==> config.mk <==
export PLATFORM = sky130hd
export DESIGN_NAME = led_rgb_pwm
export DESIGN_NICKNAME = d
export VERILOG_FILES = /design/src/rtl/led_rgb_pkg.sv /design/src/rtl/led_pwm_timebase.sv /design/src/rtl/led_rgb_pwm.sv
export SDC_FILE = /design/constraint.sdc
export NUM_CORES = 1
export LEC_CHECK = 0
export BUFFER_PORTS_ARGS = -buffer_cell sky130_fd_sc_hd__clkbuf_2
export CAP_MARGIN = 25
export CORE_ASPECT_RATIO = 1.2
export CORE_MARGIN = 2
export CORE_UTILIZATION = 45
export DETAILED_ROUTE_END_ITERATION = 8
export GPL_TIMING_DRIVEN = 0
export PLACE_DENSITY = 0.65
export SLEW_MARGIN = 20
export SYNTH_ARGS = -nofsm -noshare
export SYNTH_HDL_FRONTEND = slang
export SYNTH_SLANG_ARGS = --single-unit
==> constraint.sdc <==
create_clock -name clk -period 2.1 [get_ports clk]
set_clock_uncertainty 0.2 [all_clocks]
set_input_delay 0.105 -clock clk [delete_from_list [all_inputs] [get_ports clk]]
set_output_delay 0.105 -clock clk [all_outputs]
set_load 0.1 [all_outputs]
==> src/rtl/led_rgb_pkg.sv <==
// led_rgb_pkg: shared definitions for the RGB LED driver.
//   mode_t       : operating modes selected by {sw1, sw0}
//   R/G/B_IDX    : bit positions of each colour within one LED's 3-bit slice
//   decode_colour: maps the 4-bit colour select onto {B,G,R}; the white bit
//                  forces all three channels on.
package led_rgb_pkg;

    typedef enum logic [1:0] {
        MODE_OFF    = 2'b00,
        MODE_STATIC = 2'b01,
        MODE_BLINK  = 2'b10,
        MODE_CHASE  = 2'b11
    } mode_t;

    localparam int R_IDX = 0;
    localparam int G_IDX = 1;
    localparam int B_IDX = 2;

    function automatic logic [2:0] decode_colour(input logic [3:0] sel);
        return sel[2:0] | {3{sel[3]}};
    endfunction

endpackage

==> src/rtl/led_pwm_timebase.sv <==
// led_pwm_timebase: brightness PWM and blink/chase step generator.
// Optional feature: define GAMMA_EN to apply a square-law curve to the
// brightness value before it is latched as the PWM duty.
// Ports:
//   clk, rst    : clock, asynchronous active-high reset
//   clr         : clears the period counter (mode change)
//   brightness  : requested duty, sampled only at the PWM period boundary
//   pwm_on      : high while the PWM counter is below the latched duty
//   step        : one-clk pulse every BLINK_PERIODS PWM periods
module led_pwm_timebase #(
    parameter int PWM_W         = 8,
    parameter int PRESCALE      = 125,
    parameter int BLINK_PERIODS = 64
) (
    input  logic             clk,
    input  logic             rst,
    input  logic             clr,
    input  logic [PWM_W-1:0] brightness,
    output logic             pwm_on,
    output logic             step
);

    localparam int PRE_W = (PRESCALE > 1) ? $clog2(PRESCALE) : 1;
    localparam int PER_W = (BLINK_PERIODS > 1) ? $clog2(BLINK_PERIODS) : 1;

    logic [PRE_W-1:0] pre_cnt;
    logic [PWM_W-1:0] pwm_cnt;
    logic [PWM_W-1:0] duty;
    logic [PWM_W-1:0] duty_next;
    logic [PER_W-1:0] per_cnt;
    logic             tick;
    logic             boundary;
    logic             per_last;

    // With PRESCALE=1 pre_cnt never leaves 0, so tick is constantly high.
    assign tick     = (pre_cnt == PRE_W'(PRESCALE - 1));
    assign boundary = tick && (pwm_cnt == {PWM_W{1'b1}});
    assign per_last = (per_cnt == PER_W'(BLINK_PERIODS - 1));

`ifdef GAMMA_EN
    // Full-width square, keep the upper half (truncating divide by 2^PWM_W).
    logic [2*PWM_W-1:0] sq;
    assign sq        = {{PWM_W{1'b0}}, brightness} * {{PWM_W{1'b0}}, brightness};
    assign duty_next = sq[2*PWM_W-1:PWM_W];
`else
    assign duty_next = brightness;
`endif

    always_ff @(posedge clk or posedge rst) begin
        if (rst) begin
            pre_cnt <= '0;
            pwm_cnt <= '0;
            duty    <= '0;
            per_cnt <= '0;
        end else begin
            if (tick) begin
                pre_cnt <= '0;
                pwm_cnt <= pwm_cnt + 1'b1;   // natural wrap at 2^PWM_W
            end else begin
                pre_cnt <= pre_cnt + 1'b1;
            end

            // Duty only moves at the period boundary so a period is never split.
            if (boundary) begin
                duty <= duty_next;
            end

            // A mode change restarts the blink/chase timing immediately.
            if (clr) begin
                per_cnt <= '0;
            end else if (boundary) begin
                per_cnt <= per_last ? '0 : per_cnt + 1'b1;
            end
        end
    end

    assign pwm_on = (pwm_cnt < duty);
    assign step   = boundary && per_last;

endmodule

==> src/rtl/led_rgb_pwm.sv <==
// led_rgb_pwm: RGB LED driver with static, blink and chase modes plus PWM
// brightness. Optional feature: GAMMA_EN (square-law brightness curve,
// implemented inside led_pwm_timebase).
// Ports:
//   clk, rst    : clock, asynchronous active-high reset
//   sw0, sw1    : mode select (asynchronous switches, synchronised here)
//   in          : colour select, in[0]=R in[1]=G in[2]=B in[3]=white
//   brightness  : PWM duty, quasi-static, not synchronised
//   out         : registered LED drive, LED k uses out[3k+2:3k] = {B,G,R}
module led_rgb_pwm
    import led_rgb_pkg::*;
#(
    parameter int N_LED         = 2,
    parameter int PWM_W         = 8,
    parameter int PRESCALE      = 125,
    parameter int BLINK_PERIODS = 64
) (
    input  logic               clk,
    input  logic               rst,
    input  logic               sw0,
    input  logic               sw1,
    input  logic [3:0]         in,
    input  logic [PWM_W-1:0]   brightness,
    output logic [3*N_LED-1:0] out
);

    localparam int IDX_W = (N_LED > 1) ? $clog2(N_LED) : 1;

    logic [1:0]       sw_p0, sw_p1;
    logic [3:0]       in_p0, in_p1;
    mode_t            mode, mode_q;
    logic             mode_chg;
    logic [2:0]       col;
    logic             pwm_on;
    logic             step;
    logic             phase, phase_d, phase_eff;
    logic [IDX_W-1:0] idx, idx_d, idx_eff;
    logic [3*N_LED-1:0] out_d;

    // Stage p0/p1: two-flop synchronisers for the switches and colour select.
    always_ff @(posedge clk or posedge rst) begin
        if (rst) begin
            sw_p0 <= '0;
            sw_p1 <= '0;
            in_p0 <= '0;
            in_p1 <= '0;
        end else begin
            sw_p0 <= {sw1, sw0};
            sw_p1 <= sw_p0;
            in_p0 <= in;
            in_p1 <= in_p0;
        end
    end

    assign mode     = mode_t'(sw_p1);
    assign mode_chg = (mode != mode_q);
    assign col      = decode_colour(in_p1);

    led_pwm_timebase #(
        .PWM_W        (PWM_W),
        .PRESCALE     (PRESCALE),
        .BLINK_PERIODS(BLINK_PERIODS)
    ) u_timebase (
        .clk       (clk),
        .rst       (rst),
        .clr       (mode_chg),
        .brightness(brightness),
        .pwm_on    (pwm_on),
        .step      (step)
    );

    // Mode/phase/index state register.
    always_ff @(posedge clk or posedge rst) begin
        if (rst) begin
            mode_q <= MODE_OFF;
            phase  <= 1'b1;
            idx    <= '0;
        end else begin
            mode_q <= mode;
            phase  <= phase_d;
            idx    <= idx_d;
        end
    end

    always_comb begin
        phase_d   = phase;
        idx_d     = idx;
        phase_eff = phase;
        idx_eff   = idx;
        out_d     = '0;

        // Phase and index run in every mode; only blink/chase look at them,
        // and any mode change restarts them, so entering a mode is always clean.
        if (mode_chg) begin
            phase_d   = 1'b1;
            idx_d     = '0;
            phase_eff = 1'b1;
            idx_eff   = '0;
        end else if (step) begin
            phase_d = ~phase;
            idx_d   = (idx == IDX_W'(N_LED - 1)) ? '0 : idx + 1'b1;
        end

        for (int k = 0; k < N_LED; k++) begin
            logic lit;
            case (mode)
                MODE_STATIC: lit = pwm_on;
                MODE_BLINK:  lit = pwm_on & phase_eff;
                MODE_CHASE:  lit = pwm_on & (idx_eff == IDX_W'(k));
                default:     lit = 1'b0;
            endcase
            out_d[3*k+R_IDX] = col[R_IDX] & lit;
            out_d[3*k+G_IDX] = col[G_IDX] & lit;
            out_d[3*k+B_IDX] = col[B_IDX] & lit;
        end
    end

    // Output register stage.
    always_ff @(posedge clk or posedge rst) begin
        if (rst) begin
            out <= '0;
        end else begin
            out <= out_d;
        end
    end

endmodule
==> reports/qor.txt <==
Post-Synthesis Cell Area: 2220 um2
Worst EP required: 2080 ps
GRT Total Usage: 17.0%
Min-Delay Path Class: primary input to async pin
Initial DRC count: 116
Antenna diode count: 0
Rows: 28
Die area: 5510 um2
RSZ-0062 raised after global routing: yes
# clock sinks: 51
Initial antenna violation count: 0
Die width: 68.1 um
Rel. slew slack: 64.1%
Largest net degree at the start of global routing: 31
Synth Register Bits: 51
First-pass GRT wire length: 6.89 mm
Total gr overflow: 0
Fin Hold WS: 138 ps
Reg-to-Reg Start: u_timebase.pre_cnt[1]
Routed length per instance: 13.1 um
Core Box Area: 4830 um2
Worst Path Max Fanout: 4
Root Buffer: clkbuf_8
Syn Inst Count: 192
Yosys top cell area share: 56.4%
Mean Syn Cell Area: 11.6 um2
Synth top area cells: dfrtp_1 56%, ha_1 6.2%, xor2_1 3.9%
Reg2Reg Capture Point: u_timebase.per_cnt[3]
Layout cells sized above 1: 28.4%
Detailed-route via count: 1,544
TritonCTS Buffers: 5
Max Fclk: 458 MHz
IO Count: 22
Leakage: 1.32 nW
Worst-Margin Slew: 541 ps
H-tree depth: 2
Final setup margin: -84.6 ps
Reg clk slew, reported paths: 90 ps
Met2 Use GR: 29.9%
Worst IR drop on VDD: 0.414 mV
Area leader, netlist: dfrtp_1
Sequential cell area fraction in the yosys report: 57.6%
Asr flop ratio synth: 100%
Met3 usage: 3.74%
# DRC: 0
Vias in the first global route: 1,540
Fin crit share: 104%
Net Count, Synth: 219
Power Density: 627 nW/um2
DR vias/cell: 4.98
Grt met1 use: 20.2%
YS warnings: 0
Final core occ: 58.4%
CP endpoint kind: register
Gpl congestion: 0.704
Clock Tree Buf Depth: 2
Most Crowded Layer GR: met2
Max Cap Viol: 0
CTS tree: done
Kind of critical path: register to register
EDFF count, synth: 0
Iteration count of the initial detailed-routing pass: 4
Skew-Pair Late Insertion Delay: 310 ps
Count leader, synth: dfrtp_1
R2R cell count: 7
Ys flop type: dfrtp_1
Worst R2R Setup Slack: -80 ps
Worst setup SP type: register
WL final: 4.07 mm
Antenna-violating nets left: 0
Power, Total: 0.00177 W
Synth cell count leaders: 50 x dfrtp_1, 19 x nand2_1, 15 x nor2_1, 12 x inv_1, 12 x o21ai_0
Run status: finished with violations
Die H: 80.9 um
DP HPWL: 2.68 mm
Initial Util: 45.9%
Number of buffers added on ports: 21
Final setup viols: 4
Layout area overhead: 27.3%
Minimum clock period: 2180 ps
Nets: 277
Netlist cell types: 37
Fin. max-slew vios: 0
Arrival time worst endpoint: 2170 ps
Fillcell total: 391
Final Hold Viols: 0
Failing checks: setup timing
==> per-stage QoR <==
step                      cells  worst slack, ps  TNS, ps  area (um2)
after global placement      273             -352    -6410        2410
after floorplan             192             -114     -355        2230
after detailed placement    274             -460    -5370        2430
after CTS                   309             -133     -488        2790
final                       310            -84.6     -239        2820
after global routing        310             -156     -640        2820
==> final cells by class <==
class | instances | area, um2 | share of cell area (%)
plain buffers | 2 | 8.76 | 0.310
clock buffers | 6 | 82.6 | 2.92
clock inverters | 1 | 8.76 | 0.310
inverters | 12 | 45.0 | 1.60
multi-input cells | 126 | 930 | 32.9
flip-flops and latches | 51 | 1280 | 45.3
well taps | 60 | 75.1 | 2.66
repair buffers | 52 | 395 | 14.0
==> worst max-delay path: stages (launching register included) <==
cell      delay, ps
dfrtp_1         400
inv_2            70
ha_4            140
nand4_4          70
or3_4           380
or4_4           600
o311ai_2        110
a21oi_1          90
==> state kept, by name, summed over array words and instances (netlist names) <==
register / cells
idx: 1
sw_p0: 2
mode: 2
u_timebase.pwm_cnt: 8
phase: 1
mode_q: 2
u_timebase.pre_cnt: 7
u_timebase.duty: 8
u_timebase.per_cnt: 6
in_p1: 4
out: 6
in_p0: 4
==> power breakdown <==
part           internal, W  switching [W]  total (W)
sequential         0.00100     0.00000993    0.00101
combinational    0.0000516       0.000125   0.000177
clock             0.000265       0.000315   0.000580
total              0.00132       0.000450    0.00177
==> placed cells by master, fill, tap and decap left out, types with 2 or more instances in the layout <==
cell type      instances
dfrtp_1               49
clkbuf_2              22
nand2_1               19
dlygate4sd3_1         15
nor2_1                14
buf_4                 13
xor2_1                10
o21ai_0               10
inv_1                  9
nand3_1                9
ha_1                   9
a21oi_1                8
xnor2_1                7
nor3b_1                6
clkbuf_8               6
nand4_1                3
inv_2                  3
mux2_2                 2
or3_4                  2
nor2_2                 2
o21ai_1                2
or3b_2                 2
buf_6                  2
==> worst max path at each step <==
stage / start / endpoint / slack, ps / cells past startpoint
2_1_floorplan: u_timebase.pre_cnt[0] / u_timebase.per_cnt[3] / -110 / 8
3_3_place_gp: u_timebase.pwm_cnt[1] / u_timebase.per_cnt[5] / -350 / 6
3_5_place_dp: u_timebase.pwm_cnt[1] / u_timebase.per_cnt[5] / -460 / 6
4_1_cts: u_timebase.pre_cnt[0] / u_timebase.per_cnt[3] / -130 / 7
5_1_grt: u_timebase.pwm_cnt[2] / u_timebase.per_cnt[3] / -160 / 5
6_report: u_timebase.pre_cnt[1] / u_timebase.per_cnt[3] / -80 / 7
==> metal layers <==
| layer | share of wire, % | routed length (um) |
|---|---|---|
| met1 | 43 | 1730 |
| met2 | 54 | 2180 |
| met3 | 2.5 | 103 |
| met4 | 1.2 | 50 |
| met5 | 0 | 0 |
==> logic make-up after synthesis <==
group	synth area share [%]
fa+ha+maj	6.20
mux	1.47
compound gates	6.37
flops	57.6
buf+inv	2.88
xor+xnor	7.45
simple gates	18.0
==> timing repair <==
| item | in CTS | in global routing |
|---|---|---|
| resized for setup | 9 | 5 |
| pin swaps | 9 | 8 |
| hold buffers | 15 | 0 |
| cloned | 0 | 0 |
| endpoints found under the hold margin | 64 | 0 |
| endpoints found under the setup margin | 22 | 14 |
| buffers inserted | 14 | 1 |
Power figures use the tool's default switching activity.
